$ cat config.mk
export PLATFORM = sky130hd
export DESIGN_NAME = stroke_sequencer
export DESIGN_NICKNAME = d
export VERILOG_FILES = /design/src/rtl/stroke_sequencer_pkg.sv /design/src/rtl/stroke_rom.sv /design/src/rtl/stroke_sequencer.sv
export SDC_FILE = /design/constraint.sdc
export NUM_CORES = 1
export LEC_CHECK = 0
export CORE_MARGIN = 2
export CORE_UTILIZATION = 60
export DETAILED_ROUTE_END_ITERATION = 8
export GPL_TIMING_DRIVEN = 0
export PLACE_DENSITY = 0.87
export SLEW_MARGIN = 10
export SYNTH_ARGS = -nofsm -noshare
export SYNTH_HDL_FRONTEND = slang
export SYNTH_SLANG_ARGS = --single-unit
$ cat constraint.sdc
create_clock -name clk_i -period 9.84 [get_ports clk_i]
set_input_delay 2.952 -clock clk_i [delete_from_list [all_inputs] [get_ports clk_i]]
set_output_delay 2.952 -clock clk_i [all_outputs]
set_load 0.02 [all_outputs]
$ cat src/rtl/stroke_sequencer_pkg.sv
// ============================================================================
// Module   : stroke_sequencer_pkg
// Purpose  : Shared types, constants and segment builders for the sequencer.
// Revision : 1.0
// ============================================================================
`default_nettype none

package stroke_sequencer_pkg;

    localparam int DEF_COORD_W = 8;

    localparam int GLYPH_ZERO  = 0;
    localparam int GLYPH_ONE   = 1;
    localparam int GLYPH_TWO   = 2;
    localparam int GLYPH_THREE = 3;
    localparam int GLYPH_FOUR  = 4;
    localparam int GLYPH_FIVE  = 5;
    localparam int GLYPH_SIX   = 6;
    localparam int GLYPH_SEVEN = 7;
    localparam int GLYPH_EIGHT = 8;
    localparam int GLYPH_NINE  = 9;

    localparam logic PEN_UP = 1'b0;
    localparam logic PEN_DN = 1'b1;

    typedef struct packed {
        logic [DEF_COORD_W-1:0] sx;
        logic [DEF_COORD_W-1:0] sy;
        logic [DEF_COORD_W-1:0] ex;
        logic [DEF_COORD_W-1:0] ey;
        logic                   pen_down;
        logic                   last;
    } seg_t;

    typedef enum logic [1:0] {
        ST_IDLE = 2'd0,
        ST_LOAD = 2'd1,
        ST_SEND = 2'd2,
        ST_DONE = 2'd3
    } state_t;

    function automatic seg_t mk_seg(input int sx, input int sy, input int ex, input int ey,
                                    input logic pd);
        seg_t s;
        s.sx       = DEF_COORD_W'(sx);
        s.sy       = DEF_COORD_W'(sy);
        s.ex       = DEF_COORD_W'(ex);
        s.ey       = DEF_COORD_W'(ey);
        s.pen_down = pd;
        s.last     = 1'b0;
        return s;
    endfunction

    // Closing travel move back to the glyph origin.
    function automatic seg_t mk_end(input int sx, input int sy);
        seg_t s;
        s      = mk_seg(sx, sy, 0, 0, PEN_UP);
        s.last = 1'b1;
        return s;
    endfunction

endpackage

`default_nettype wire

$ cat src/rtl/stroke_rom.sv
// ============================================================================
// Module   : stroke_rom
// Purpose  : Combinational stroke table for digits 0-9, indexed by segment.
// Revision : 1.0
// ============================================================================
`default_nettype none

module stroke_rom
    import stroke_sequencer_pkg::*;
#(
    parameter int GLYPH_W   = 4,
    parameter int SEG_IDX_W = 5
) (
    input  logic [GLYPH_W-1:0]   glyph_i,
    input  logic [SEG_IDX_W-1:0] idx_i,
    output seg_t                 seg_o
);

    // Unlisted (glyph, idx) pairs yield a null segment marked last.
    always_comb begin
        seg_o      = '0;
        seg_o.last = 1'b1;
        case (int'(glyph_i))
            GLYPH_ZERO: case (int'(idx_i))
                0: seg_o = mk_seg(  0,   0,  60,  40, PEN_UP);
                1: seg_o = mk_seg( 60,  40, 180,  40, PEN_DN);
                2: seg_o = mk_seg(180,  40, 180, 120, PEN_DN);
                3: seg_o = mk_seg(180, 120,  60, 120, PEN_DN);
                4: seg_o = mk_seg( 60, 120,  60,  40, PEN_DN);
                5: seg_o = mk_end( 60,  40);
                default: ;
            endcase
            GLYPH_ONE: case (int'(idx_i))
                0: seg_o = mk_seg(  0,   0, 120,  40, PEN_UP);
                1: seg_o = mk_seg(120,  40, 120, 120, PEN_DN);
                2: seg_o = mk_end(120, 120);
                default: ;
            endcase
            GLYPH_TWO: case (int'(idx_i))
                0: seg_o = mk_seg(  0,   0,  60,  40, PEN_UP);
                1: seg_o = mk_seg( 60,  40, 180,  40, PEN_DN);
                2: seg_o = mk_seg(180,  40, 120, 120, PEN_DN);
                3: seg_o = mk_seg(120, 120,  60, 120, PEN_DN);
                4: seg_o = mk_seg( 60, 120, 180, 120, PEN_DN);
                5: seg_o = mk_end(180, 120);
                default: ;
            endcase
            GLYPH_THREE: case (int'(idx_i))
                0: seg_o = mk_seg(  0,   0,  60,  40, PEN_UP);
                1: seg_o = mk_seg( 60,  40, 180,  40, PEN_DN);
                2: seg_o = mk_seg(180,  40, 180, 120, PEN_DN);
                3: seg_o = mk_seg(180, 120,  60, 120, PEN_DN);
                4: seg_o = mk_seg( 60, 120, 120,  80, PEN_UP);
                5: seg_o = mk_seg(120,  80, 180,  80, PEN_DN);
                6: seg_o = mk_end(180,  80);
                default: ;
            endcase
            GLYPH_FOUR: case (int'(idx_i))
                0: seg_o = mk_seg(  0,   0,  60,  40, PEN_UP);
                1: seg_o = mk_seg( 60,  40,  60,  80, PEN_DN);
                2: seg_o = mk_seg( 60,  80, 180,  80, PEN_DN);
                3: seg_o = mk_seg(180,  80, 180,  40, PEN_UP);
                4: seg_o = mk_seg(180,  40, 180, 120, PEN_DN);
                5: seg_o = mk_end(180, 120);
                default: ;
            endcase
            GLYPH_FIVE: case (int'(idx_i))
                0: seg_o = mk_seg(  0,   0, 180,  40, PEN_UP);
                1: seg_o = mk_seg(180,  40,  60,  40, PEN_DN);
                2: seg_o = mk_seg( 60,  40,  60,  80, PEN_DN);
                3: seg_o = mk_seg( 60,  80, 180,  80, PEN_DN);
                4: seg_o = mk_seg(180,  80, 180, 120, PEN_DN);
                5: seg_o = mk_seg(180, 120,  60, 120, PEN_DN);
                6: seg_o = mk_end( 60, 120);
                default: ;
            endcase
            GLYPH_SIX: case (int'(idx_i))
                0: seg_o = mk_seg(  0,   0, 180,  40, PEN_UP);
                1: seg_o = mk_seg(180,  40,  60,  40, PEN_DN);
                2: seg_o = mk_seg( 60,  40,  60, 120, PEN_DN);
                3: seg_o = mk_seg( 60, 120, 180, 120, PEN_DN);
                4: seg_o = mk_seg(180, 120, 180,  80, PEN_DN);
                5: seg_o = mk_seg(180,  80,  60,  80, PEN_DN);
                6: seg_o = mk_end( 60,  80);
                default: ;
            endcase
            GLYPH_SEVEN: case (int'(idx_i))
                0: seg_o = mk_seg(  0,   0,  60,  40, PEN_UP);
                1: seg_o = mk_seg( 60,  40, 180,  40, PEN_DN);
                2: seg_o = mk_seg(180,  40,  60, 120, PEN_DN);
                3: seg_o = mk_end( 60, 120);
                default: ;
            endcase
            GLYPH_EIGHT: case (int'(idx_i))
                0: seg_o = mk_seg(  0,   0,  60,  40, PEN_UP);
                1: seg_o = mk_seg( 60,  40, 180,  40, PEN_DN);
                2: seg_o = mk_seg(180,  40, 180, 120, PEN_DN);
                3: seg_o = mk_seg(180, 120,  60, 120, PEN_DN);
                4: seg_o = mk_seg( 60, 120,  60,  40, PEN_DN);
                5: seg_o = mk_seg( 60,  40, 120,  40, PEN_UP);
                6: seg_o = mk_seg(120,  40, 120, 120, PEN_DN);
                7: seg_o = mk_end(120, 120);
                default: ;
            endcase
            GLYPH_NINE: case (int'(idx_i))
                0: seg_o = mk_seg(  0,   0, 180, 120, PEN_UP);
                1: seg_o = mk_seg(180, 120, 180,  40, PEN_DN);
                2: seg_o = mk_seg(180,  40,  60,  40, PEN_DN);
                3: seg_o = mk_seg( 60,  40,  60,  80, PEN_DN);
                4: seg_o = mk_seg( 60,  80, 180,  80, PEN_DN);
                5: seg_o = mk_end(180,  80);
                default: ;
            endcase
            default: ;
        endcase
    end

endmodule

`default_nettype wire

$ cat src/rtl/stroke_sequencer.sv
// ============================================================================
// Module   : stroke_sequencer
// Purpose  : Walks a glyph's strokes, translates/clamps them, streams segments.
// Revision : 1.0
// ============================================================================
`default_nettype none

module stroke_sequencer
    import stroke_sequencer_pkg::*;
#(
    parameter int COORD_W    = DEF_COORD_W,
    parameter int SEG_IDX_W  = 5,
    parameter int NUM_GLYPHS = 10,
    parameter int GLYPH_W    = 4
) (
    input  logic                 clk_i,
    input  logic                 rst_n_i,
    input  logic                 req_valid_i,
    output logic                 req_ready_o,
    input  logic [GLYPH_W-1:0]   req_glyph_i,
    input  logic [COORD_W-1:0]   req_org_x_i,
    input  logic [COORD_W-1:0]   req_org_y_i,
    input  logic                 abort_i,
    output logic                 seg_valid_o,
    input  logic                 seg_ready_i,
    output logic [COORD_W-1:0]   seg_start_x_o,
    output logic [COORD_W-1:0]   seg_start_y_o,
    output logic [COORD_W-1:0]   seg_end_x_o,
    output logic [COORD_W-1:0]   seg_end_y_o,
    output logic                 seg_pen_down_o,
    output logic [SEG_IDX_W-1:0] seg_idx_o,
    output logic                 done_o,
    output logic                 err_o,
    output logic                 clipped_o
);

    state_t               state_q, state_d;
    logic [GLYPH_W-1:0]   glyph_q, glyph_d;
    logic [COORD_W-1:0]   org_x_q, org_x_d;
    logic [COORD_W-1:0]   org_y_q, org_y_d;
    logic [SEG_IDX_W-1:0] idx_q, idx_d;
    logic [COORD_W-1:0]   coord_q [4];
    logic [COORD_W-1:0]   coord_d [4];
    logic                 pen_q, pen_d;
    logic                 last_q, last_d;
    logic                 clip_q, clip_d;
    logic                 err_q, err_d;

    seg_t                 w_rom;
    logic [COORD_W-1:0]   w_rom_c [4];
    logic [COORD_W-1:0]   w_org   [4];
    logic [COORD_W-1:0]   w_clamp [4];
    logic [3:0]           w_over;
    logic                 w_glyph_bad;

    stroke_rom #(
        .GLYPH_W   (GLYPH_W),
        .SEG_IDX_W (SEG_IDX_W)
    ) u_rom (
        .glyph_i (glyph_q),
        .idx_i   (idx_q),
        .seg_o   (w_rom)
    );

    assign w_rom_c[0] = COORD_W'(w_rom.sx);
    assign w_rom_c[1] = COORD_W'(w_rom.sy);
    assign w_rom_c[2] = COORD_W'(w_rom.ex);
    assign w_rom_c[3] = COORD_W'(w_rom.ey);
    assign w_org[0]   = org_x_q;
    assign w_org[1]   = org_y_q;
    assign w_org[2]   = org_x_q;
    assign w_org[3]   = org_y_q;

    // One extra bit of headroom catches overflow, which saturates to full scale.
    always_comb begin
        logic [COORD_W:0] sum;
        w_over = '0;
        for (int i = 0; i < 4; i++) begin
            sum        = {1'b0, w_rom_c[i]} + {1'b0, w_org[i]};
            w_over[i]  = sum[COORD_W];
            w_clamp[i] = sum[COORD_W] ? '1 : sum[COORD_W-1:0];
        end
    end

    assign w_glyph_bad = (int'(req_glyph_i) >= NUM_GLYPHS);

    always_ff @(posedge clk_i or negedge rst_n_i) begin
        if (!rst_n_i) begin
            state_q <= ST_IDLE;
            glyph_q <= '0;
            org_x_q <= '0;
            org_y_q <= '0;
            idx_q   <= '0;
            for (int i = 0; i < 4; i++) coord_q[i] <= '0;
            pen_q   <= 1'b0;
            last_q  <= 1'b0;
            clip_q  <= 1'b0;
            err_q   <= 1'b0;
        end else begin
            state_q <= state_d;
            glyph_q <= glyph_d;
            org_x_q <= org_x_d;
            org_y_q <= org_y_d;
            idx_q   <= idx_d;
            for (int i = 0; i < 4; i++) coord_q[i] <= coord_d[i];
            pen_q   <= pen_d;
            last_q  <= last_d;
            clip_q  <= clip_d;
            err_q   <= err_d;
        end
    end

    always_comb begin
        state_d = state_q;
        glyph_d = glyph_q;
        org_x_d = org_x_q;
        org_y_d = org_y_q;
        idx_d   = idx_q;
        coord_d = coord_q;
        pen_d   = pen_q;
        last_d  = last_q;
        clip_d  = clip_q;
        err_d   = err_q;
        case (state_q)
            ST_IDLE: begin
                if (req_valid_i) begin
                    glyph_d = req_glyph_i;
                    org_x_d = req_org_x_i;
                    org_y_d = req_org_y_i;
                    idx_d   = '0;
                    clip_d  = 1'b0;
                    err_d   = w_glyph_bad;
                    state_d = w_glyph_bad ? ST_DONE : ST_LOAD;
                end
            end
            ST_LOAD: begin
                coord_d = w_clamp;
                pen_d   = w_rom.pen_down;
                last_d  = w_rom.last;
                clip_d  = clip_q | (|w_over);
                state_d = ST_SEND;
            end
            ST_SEND: begin
                if (seg_ready_i) begin
                    if (last_q) begin
                        state_d = ST_DONE;
                    end else if (&idx_q) begin
                        // Table ran off the index range without a terminator.
                        err_d   = 1'b1;
                        state_d = ST_DONE;
                    end else begin
                        idx_d   = idx_q + 1'b1;
                        state_d = ST_LOAD;
                    end
                end
            end
            ST_DONE: state_d = ST_IDLE;
            default: state_d = ST_IDLE;
        endcase
        if (abort_i && (state_q != ST_IDLE)) state_d = ST_IDLE;
    end

    assign req_ready_o    = (state_q == ST_IDLE);
    assign seg_valid_o    = (state_q == ST_SEND);
    assign done_o         = (state_q == ST_DONE) && !abort_i;
    assign err_o          = done_o && err_q;
    assign clipped_o      = done_o && clip_q;
    assign seg_start_x_o  = coord_q[0];
    assign seg_start_y_o  = coord_q[1];
    assign seg_end_x_o    = coord_q[2];
    assign seg_end_y_o    = coord_q[3];
    assign seg_pen_down_o = pen_q;
    assign seg_idx_o      = idx_q;

endmodule

`default_nettype wire

Word level (Yosys, flattened, before mapping)
Index checks and enable logic that the tools add are counted.
- word-level logic and storage cells: 98
- bits in registers: 63
- input bits: 25
- output and inout port bits: 43
- memory bits (writable): 0
- memory bits (read-only): 0
- memories kept: 0
- latch bits: 0
- $mul: 0
- add/subtract/negate cells: 5
- div/mod/pow operators: 0
- reduce and logical (&&, ||, !) cells: 18
- bitwise gates (word level): 1
- shift-type cells: 0
- equality and inequality tests: 26
- $lt $le $gt $ge: 1
- multiplexer cells: 34
- operators by type and width (operator ; number):
    $pmux W34 S6 ; 4
    $pmux W34 S7 ; 3
    $pmux W34 S10 ; 1
    $pmux W34 S8 ; 1
    $pmux W34 S4 ; 1
    $pmux W33 S3 ; 1
    $add A8 B8 Y9 ; 4
    $mux W8 ; 4
    $eq A5 B3 Y1 const B ; 4
    $mux W5 ; 4
    $eq A4 B3 Y1 const B ; 4
    $reduce_and A5 Y1 ; 3
    $mux W2 ; 6
    $eq A5 B2 Y1 const B ; 2
    $pmux W5 S2 ; 1
    $eq A4 B2 Y1 const B ; 2
    $eq A4 B4 Y1 const B ; 2
    $pmux W2 S4 ; 1
    $ne A2 B2 Y1 const B ; 3
    $reduce_and A2 Y1 ; 3
    $reduce_bool A2 Y1 ; 3
    $add A5 B1 Y5 const B ; 1
    $eq A5 B1 Y1 const B ; 1
    $logic_not A5 Y1 ; 1
    other kinds (15) ; 25

Depth between registers and ports, before layout
- word-level depth: 7
- mapped depth: 18
- depth with buffers taken out: 15

Modules after synthesis
Synthesis repeated with hierarchy kept, for this count alone.
- cell total of the unflattened synthesis: 710
- area, all modules: 5544.1 um^2
- modules (own cells, without submodules) (module ; seq. area each (um^2) ; area an instance (um^2) ; cells an instance ; instances):
    stroke_sequencer ; 1576.5 ; 3786.1 ; 418 ; 1
    stroke_rom ; 0.0 ; 1757.9 ; 292 ; 1

Worst setup path after synthesis
OpenSTA, ideal clock, no wires.
- path kind: input port to output port
- start: in abort_i
- end: out clipped_o
- stages on the path: 1
- data required time: 6.888 ns
- arrival time: 3.449 ns
- buffers on the path: 0
- path slack: 3.439 ns
- cells stage by stage: nor3_1
- word-level cells in the longest chain between the ends: 3
- ends and longest elaborated chain (item ; line ; text):
    start: declaration ; stroke_sequencer.sv:23 ; input logic abort_i,
    $logic_not A1 Y1 ; stroke_sequencer.sv:165 ; assign done_o = (state_q == ST_DONE) && !abort_i;
    $logic_and A1 B1 Y1 ; stroke_sequencer.sv:165 ;
    $logic_and A1 B1 Y1 ; stroke_sequencer.sv:167 ; assign clipped_o = done_o && clip_q;
    end: declaration ; stroke_sequencer.sv:34 ; output logic clipped_o
No other way between the ends.

Worst setup path in the final report
Ends and elaborated chain as after synthesis.

==> impl_results.md <==
- Outcome: finished, final reports clean
- CTS max path bufs: 2
- Layout cells sized above 1: 5.93%
- TritonRoute pass-1 iters: 9
- Top_reg_cell synth: dfrtp_1
- Most common cell after layout, fill and taps aside: nand2_1
- H-tree depth: 3
- Antenna cell count: 0
- Fin Setup TNS: 0 ns
- Die X: 93.8 µm
- Initial DRC count: 907
- Avg Cell Area, Syn: 7.95 µm²
- Clock Latency Late Sink: 0.35 ns
- Hpwl dp: roughly 12000 µm
- Static leakage power: about 2.5 nW
- Initial cell density of the core: 62.2%
- CTS Root Cell: clkbuf_8
- Commonest cells after routing, fill and taps aside: nand2_1, nor2_1, clkdlybuf4s50_1
- NumNets Final: 740
- Synth Warn #: 0
- Drt total wl: 16700 µm
- GPL Wtd Cong: about 1.1
- Relative slew slack: 20.8%
- Number of synthesized flops with an enable pin: 0
- Placed cell areas: between 5000 and 6000 µm²
- Vias: between 5000 and 6000
- Syn nets: approximately 660
- Fmax achieved: 138 MHz
- Largest net degree at the start of global routing: 64
- CP arrival: 4.27 ns
- CP max-delay cell: clkdlybuf4s50_1
- Antenna violations before repair: 0
- Clk_skew: 0.0148 ns
- Number of buffers created by CTS: 9
- GR Util met1: 49.6%
- Design Power: 2.30 mW
- Vias per inst: slightly below 7
- TritonCTS clock tree: done
- Die height: 93.8 µm
- Count of pins over their slew limit: 0
- Post-synthesis sequential area ratio: 32.6%
- Rows: 32
- Post-synthesis instance area: 4830 µm²
- Final setup violation count: 0
- Period minus WS final: 7.22 ns
- Dpl ws: 2.61 ns
- Final worst slack: 2.62 ns
- Yosys reg bits: 63
- Final instance area: about 6000 µm²
- Top Usage Layer GRT: met2
- Worst hold path depth: 2
- I/O Pins: a little under 70
- GRT Total Usage: 39.1%
- Residual DRC: 0
- Die ar.: 8790 µm²
- GRT overflow: 0
- Unrepaired setup endpoints after global routing: false
- Setup bufs post-CTS: 0
- Critical path, cell by cell: clkdlybuf4s50_1 -> nor3_1 -> clkdlybuf4s50_1
- Cell Pwr Density: just under 400 nW/µm²
- Required @ worst endpoint: 6.89 ns
- Post-CTS sizing: 0
- Antenna viol nets, final: 0
- Distinct cells, synth: 69
- Worst min path class: flip-flop to flip-flop
- Grt met3 use: 11.9%
- Period utilization: 73.4%
- First-pass GRT wire length: 26600 µm
- Max Cap Viol: 0
- Total clock sinks: 63
- Hold Buf Count CTS: 0
- Clk slew on worst S/H paths: ~0.080 ns
- R2R cell count: 15
- WL/cell: 21.0 µm
- Area delta synth->final: 21.1%
- Largest cells by area after synthesis: dfrtp_1, ha_1, nand2_1
- CP peak stage delay: about 0.64 ns
- Met2 usage: 61.4%
- Synth top area share: 32.6%
- Peak VDD IR: around 0.2 mV
- Port buffer count: 67
- Syn Inst Count: 608
- Worst-path fanout max: 5
- Dominant cell type by area after synthesis: dfrtp_1
- Asr flop ratio synth: 100%
- Worst Hold Slack: 0.493 ns
- Core outline area: ~7800 µm²
- Crit path launch type: primary input
- Vias in the first global route: 5252
- CP endpoint kind: output port
- Setup CP Type: primary input to output port
- Most common cell on crit path: clkdlybuf4s50_1
- Measured slew at the worst slew-check pin: 1.18 ns
- Count of final hold-check violations: 0
cell families after synthesis:
group / count (synthesis) / synth area share [%]
AO/OA/AOI/OAI: 196 / 26.9
XOR/XNOR: 14 / 2.54
adder cells (fa/ha/maj): 30 / 8.36
buffers and inverters: 66 / 5.51
flip-flops: 63 / 32.6
multiplexers: 2 / 0.414
AND/OR/NAND/NOR: 237 / 23.7
cells in the mapped netlist (3+ instances only):
cell and n:
o21ai_0 39, ha_1 25, a21oi_1 47, o211ai_1 9, o2111ai_1 6, nand3_1 12
xnor2_1 4, o22ai_1 8, a211oi_1 4, nor2b_1 11, a22oi_1 6, dfrtp_1 63
nand2_1 72, nand4_1 3, xor2_1 10, a31oi_1 20, nor2_1 67, inv_1 21
o311ai_0 4, a32oi_1 4, o221ai_1 4, nand3b_1 5, buf_1 5, nor4_1 3
o21a_1 4, nor3_1 24, o31ai_1 4, clkbuf_1 25, a21o_1 10, buf_2 11
fa_1 4, nand2b_1 10, o32ai_1 3, or3_1 10
power by group:
part	internal [mW]	switching [mW]	total (mW)
clock	0.145	0.116	0.261
combinational	0.596	0.964	1.56
sequential	0.380	0.0952	0.475
total	1.12	1.18	2.30
state kept, by name (all words and copies together) (netlist names):
name and flops:
org_x_q 8, seg_idx_o 5, state_q 2, seg_start_x_o 8, seg_pen_down_o 1, err_q 1, last_q 1, clip_q 1
seg_start_y_o 8, seg_end_x_o 8, glyph_q 4, seg_end_y_o 8, org_y_q 8
metal layers:
| metal | up-vias | wire [µm] |
|---|---|---|
| met5 | - | 0 |
| met4 | 0 | 943 |
| met3 | 117 | 2140 |
| met2 | 457 | 7420 |
| met1 | 2520 | 6170 |
| li1 | 2383 | - |
worst max-delay path, delay by kind of cell:
family	cells	cell delay, ns
buf+inv	2	1.11
simple gates	1	0.21
final cells by class:
class,instances,area [µm²]
sequential,63,1580
inverter,23,86.3
fill,602,1910
clock buffer,9,124
buffer,43,180
tap,102,128
clock inverter,7,103
multi-input combinational,479,2990
timing repair buffer,67,668
worst paths after layout:
kind / to / startpoint / slack [ns]
worst min-delay path: org_y_q[0] / org_y_q[0] / 0.49
min in group asynchronous: org_x_q[7] / rst_n_i / 2.68
worst max register to register: clip_q / seg_idx_o[0] / 5.10
max in group asynchronous: state_q[0] / rst_n_i / 6.64
worst max-delay path: clipped_o / abort_i / 2.62
worst min register to register: org_y_q[0] / org_y_q[0] / 0.49
stage by stage:
stage	std cells	util, %
floorplan	608	-
global route	793	75.4
detailed placement	777	72.5
finish	793	75.4
CTS	793	75.4
global placement	777	72.5
No activity file was read; power rests on OpenSTA's default activity.
